[config.mk]
export PLATFORM = sky130hd
export DESIGN_NAME = reset_seq
export DESIGN_NICKNAME = d
export VERILOG_FILES = /design/src/rtl/reset_seq_pkg.sv /design/src/rtl/reset_seq_btn_debounce.sv /design/src/rtl/reset_seq.sv
export SDC_FILE = /design/constraint.sdc
export NUM_CORES = 1
export LEC_CHECK = 0
export CORE_ASPECT_RATIO = 1.25
export CORE_UTILIZATION = 35
export CTS_BUF_LIST = sky130_fd_sc_hd__clkbuf_8
export DETAILED_ROUTE_END_ITERATION = 7
export SYNTH_ARGS = -nofsm -noshare
export SYNTH_HDL_FRONTEND = slang
export SYNTH_SLANG_ARGS = --single-unit
[constraint.sdc]
create_clock -name clk50 -period 3.54 [get_ports clk50]
set_clock_uncertainty 0.15 [all_clocks]
set_input_delay 0.708 -clock clk50 [delete_from_list [all_inputs] [get_ports clk50]]
set_output_delay 0.708 -clock clk50 [all_outputs]
set_load 0.02 [all_outputs]
[src/rtl/reset_seq_pkg.sv]
// reset_seq_pkg: shared state encoding and reset-cause codes for the reset sequencer.
package reset_seq_pkg;
  typedef enum logic [1:0] {HOLD, RELEASE, RUN} state_e;
  localparam logic [1:0] CAUSE_EXT = 2'b00;
  localparam logic [1:0] CAUSE_BTN = 2'b01;
  localparam logic [1:0] CAUSE_PLL = 2'b10;
  function automatic logic [1:0] cause_code(input logic ext, input logic pll_loss);
    return ext ? CAUSE_EXT : pll_loss ? CAUSE_PLL : CAUSE_BTN;
  endfunction
endpackage

[src/rtl/reset_seq_btn_debounce.sv]
// btn_debounce: 2-flop synchroniser for the reset button plus optional debouncer.
// Debouncer is built only when RESET_SEQ_DEBOUNCE_EN is defined.
module btn_debounce #(
  parameter int unsigned DEB_W = 16
) (
  input  logic clk_i,
  input  logic rst_i,
  input  logic btn_n_i,
  output logic press_o
);
  logic [1:0] sync_q;
  logic       btn_s;
  always_ff @(posedge clk_i) begin
    if (rst_i) sync_q <= '0;
    else       sync_q <= {sync_q[0], btn_n_i};
  end
  assign btn_s = sync_q[1];
`ifdef RESET_SEQ_DEBOUNCE_EN
  logic             pressed_q;
  logic [DEB_W-1:0] cnt_q;
  logic             differ;
  // debounced level flips only after a full run of 2^DEB_W differing samples
  assign differ = (btn_s == pressed_q);
  always_ff @(posedge clk_i) begin
    if (rst_i) begin
      pressed_q <= 1'b0;
      cnt_q     <= '0;
    end else if (!differ) begin
      cnt_q     <= '0;
    end else if (&cnt_q) begin
      pressed_q <= ~pressed_q;
      cnt_q     <= '0;
    end else begin
      cnt_q     <= cnt_q + DEB_W'(1);
    end
  end
  assign press_o = pressed_q;
`else
  logic unused_deb_w;
  assign unused_deb_w = ^DEB_W;
  assign press_o = ~btn_s;
`endif
endmodule

[src/rtl/reset_seq.sv]
// reset_seq: merges external reset, button and PLL lock; holds 2^HOLD_W cycles, then releases channels.
// Optional button debounce: define RESET_SEQ_DEBOUNCE_EN.
module reset_seq
  import reset_seq_pkg::*;
#(
  parameter int unsigned CHANNELS  = 2,
  parameter int unsigned HOLD_W    = 6,
  parameter int unsigned STAGE_GAP = 16,
  parameter int unsigned DEB_W     = 16
) (
  input  logic                clk50,
  input  logic                reset,
  input  logic                btn_n,
  input  logic                pll_locked,
  output logic [CHANNELS-1:0] rst_out,
  output logic                ready,
  output logic [1:0]          rst_cause
);
  localparam int unsigned GW = STAGE_GAP > 1 ? $clog2(STAGE_GAP) : 1;
  localparam int unsigned IW = $clog2(CHANNELS + 1);
  logic [1:0]          lock_q;
  logic                lock_s;
  logic                btn_press;
  logic                cause;
  state_e              state_q;
  logic [HOLD_W-1:0]   hold_q;
  logic [GW-1:0]       gap_q;
  logic [IW-1:0]       idx_q;
  logic [CHANNELS-1:0] rst_q;
  logic                ready_q;
  logic [1:0]          cause_q;
  btn_debounce #(.DEB_W(DEB_W)) u_btn (
    .clk_i  (clk50),
    .rst_i  (reset),
    .btn_n_i(btn_n),
    .press_o(btn_press)
  );
  assign lock_s = lock_q[1];
  assign cause  = reset | btn_press | ~lock_s;
  always_ff @(posedge clk50) begin
    if (reset) begin
      lock_q  <= '0;
      state_q <= HOLD;
      hold_q  <= '0;
      gap_q   <= '0;
      idx_q   <= '0;
      rst_q   <= '1;
      ready_q <= 1'b0;
      cause_q <= CAUSE_EXT;
    end else begin
      lock_q <= {lock_q[0], pll_locked};
      if (cause) begin
        state_q <= HOLD;
        hold_q  <= '0;
        gap_q   <= '0;
        idx_q   <= '0;
        rst_q   <= '1;
        ready_q <= 1'b0;
        cause_q <= cause_code(reset, ~lock_s);
      end else begin
        case (state_q)
          HOLD: begin
            if (&hold_q) begin
              rst_q[0] <= 1'b0;
              gap_q    <= '0;
              idx_q    <= IW'(1);
              state_q  <= (CHANNELS == 1) ? RUN : RELEASE;
              ready_q  <= (CHANNELS == 1);
            end else begin
              hold_q <= hold_q + HOLD_W'(1);
            end
          end
          RELEASE: begin
            if (gap_q == GW'(STAGE_GAP - 1)) begin
              rst_q <= rst_q & ~(CHANNELS'(1) << idx_q);
              gap_q <= '0;
              idx_q <= idx_q + IW'(1);
              if (idx_q == IW'(CHANNELS - 1)) begin
                state_q <= RUN;
                ready_q <= 1'b1;
              end
            end else begin
              gap_q <= gap_q + GW'(1);
            end
          end
          default: ;
        endcase
      end
    end
  end
  assign rst_out   = rst_q;
  assign ready     = ready_q;
  assign rst_cause = cause_q;
endmodule
==> reports/metrics.yaml <==
critical_path:
  critPathTopFamily: "buffers and inverters"
  arrival_ps: 1600
  crit_buf_inv: 1
  critPathMaxStageDelay_ps: 700
  crit_start: "state_q[1]"
  crit_type: "reg2out"
  end_kind: "output pin"
  crit_required_ps: 2680
  crit_chain: "clkdlybuf4s50_1"
  critPathMaxFanout: 11
  r2r-start: "gap_q[0]"
  crit_path_start_kind: "register"
  slowest_stage: "clkdlybuf4s50_1"
grt:
  grt_pass1_wl_um: 3150
  grt_pass1_vias: 702
  grt_max_degree: 14
  grtUsageTotal_pct: 12.9
  grt_antenna_before_repair: 0
  grt_overflow: 0
clock_tree:
  cts_tree: "done"
  clk_pin_slew_worst_paths_ps: 80
  cts_root_buf: "clkbuf_8"
  ctsHoldBuffers: 0
  clockBufferDepth: 2
  clkLatencyLatePin_ps: 260
  post_cts_buffers: 0
  htree_levels: 1
  clkSinkCount: 22
  cts_resized: 0
  numCtsBuffers: 3
power_and_ir_drop:
  combinationalPowerShare_pct: 2.2
  internal-power_mw: 0.408
  p_leak_nw: 0.428
  power.switching_mw: 0.0871
  clockPowerShare_pct: 46.9
  max-vdd-ir-drop_uv: 314
  seq_power_share_pct: 50.9
  swShare_pct: 17.6
  pwr_density_cell_nw_per_um2: 423
sta:
  clock.fmax_mhz: 407
  slew_headroom_pct: 64.0
  tns_ps: 0
  tightest_slew_ps: 539
  period_needed_ps: 2460
  slew_violations: 0
  rsz0062_at_grt: "no"
  finalHoldViolCount: 0
  finalSetupViolCount: 0
  period_share_pct: 69.4
yosys:
  synthArstFlopShare_pct: 0
  synth_top_area_cell: "dfxtp_1"
  synth-seq-area-share_pct: 43.5
  netlist_top_cells_area: "dfxtp_1 44%, ha_1 4.9%, a21oi_1 3.5%, nand2_1 3.3%, nor2_1 3.0%"
  ys_ff_latch: 22
  synth_nets: 117
  synth_edf_count: 0
  syn-cell-area_um2: 1010
  avgSynthCellArea_um2: 9.29
  synth_ff_type: "dfxtp_1"
  synth.top_cell.area_share_pct: 43.5
  yosys_warnings: 0
  synth_cells: 109
  synth.distinct_cells: 41
placement:
  placed_cells: 146
  gp_congestion: 0.754
  io_buffers: 8
  hpwl_um: 1260
layout:
  fillCellCount: 269
  nets: 125
  layout_commonest_cell: "dfxtp_1"
  final_cell_mix: "22 x dfxtp_1, 9 x nand2_1, 8 x nor2_1, 8 x clkdlybuf4s50_1, 7 x a21oi_1"
  fin_cells: 150
  drive_gt1_share_pct: 11.2
  antenna_cells: 0
  synthToLayoutAreaGrowth_pct: 15.6
run_status:
  outcome: "completed"
drt:
  ant_nets: 0
  drt_pass1_iterations: 4
  drc: 0
  wl_per_cell_um: 11.5
  vias: 783
  viasPerCell: 5.22
  wl_um: 1720
  drt_iter0_drc: 18
floorplanning:
  rows: 21
  initial_core_util_pct: 37.4
  coreArea_um2: 2710
  die_w_um: 50.1
  die-area_um2: 3110
  fp.dieH_um: 62.1
  io_pins: 9
hold_path:
  holdCritPathClass: "reg2reg"
  worstHoldStart: "lock_q[0]"
run:
  maxCapViolCount: 0
-- power by group through the flow --
| stage | sequential (mW) | clock, mW | combinational (mW) |
|---|---|---|---|
| finish | 0.252 | 0.232 | 0.0109 |
| global route | 0.253 | 0.251 | 0.0118 |
| CTS | 0.252 | 0.236 | 0.0112 |
| detailed placement | 0.258 | 0 | 0.0111 |
| global placement | 0.258 | 0 | 0.0110 |
| floorplan | 0.259 | 0 | 0.00322 |
-- synthesized netlist by cell type, drive strengths merged (3+ instances only) --
cell / count
nor2b: 4
inv: 4
nand3: 5
a21oi: 8
ha: 4
dfxtp: 22
buf: 4
o21ai: 4
nand2: 9
and2: 3
nor2: 9
nand4: 3
-- routing by layer --
metal  track usage [%]  vias up  share of wire [%]
met1              16.4      367                 47
met2              20.0       12                 48
li1                  -      398                  -
met3              2.94        6                3.2
met5                 0        -                  0
met4              6.07        0                2.0
-- worst paths after layout --
kind,to,slack [ps],cells after the start
hold reg to reg,lock_q[1],280,1
hold / removal,lock_q[1],280,1
setup / recovery,ready,1080,1
setup reg to reg,rst_out[0],1870,5
-- stage by stage --
step | power [mW] | cell area, µm² | hold slack (ps) | utilization [%] | worst slack (ps)
after global placement | 0.269 | 1100 | 272 | 40.6 | 954
after floorplan | 0.262 | 1010 | 264 | - | 1890
after global routing | 0.515 | 1170 | 299 | 43.2 | 991
final | 0.495 | 1170 | 280 | 43.2 | 1080
after detailed placement | 0.269 | 1100 | 275 | 40.6 | 913
after CTS | 0.499 | 1170 | 286 | 43.2 | 1070
-- state kept, by name (all words and copies together) (netlist names) --
| name | flops |
|---|---|
| u_btn.sync_q | 2 |
| state_q | 2 |
| hold_q | 6 |
| rst_out | 2 |
| idx_q | 2 |
| gap_q | 4 |
| rst_cause | 2 |
| lock_q | 2 |
-- kinds of logic (layout without fill, tap and decap cells) --
family	after synthesis	count (layout)	share of synthesized area, %
AO/OA/AOI/OAI	25	25	17.2
XOR/XNOR	2	2	1.73
adder cells (fa/ha/maj)	4	4	4.94
buffers and inverters	9	16	5.07
flip-flops	22	22	43.5
AND/OR/NAND/NOR	47	47	27.6
-- cell type report --
class	instances	area [µm²]	share of cell area, %
Clock buffer	3	41.3	3.53
Sequential cell	22	440	37.6
Timing Repair Buffer	8	80.1	6.84
Clock inverter	1	30.0	2.57
Multi-Input combinational cell	78	520	44.5
Tap cell	34	42.5	3.64
Inverter	4	15.0	1.28
Power figures use the tool's default switching activity.
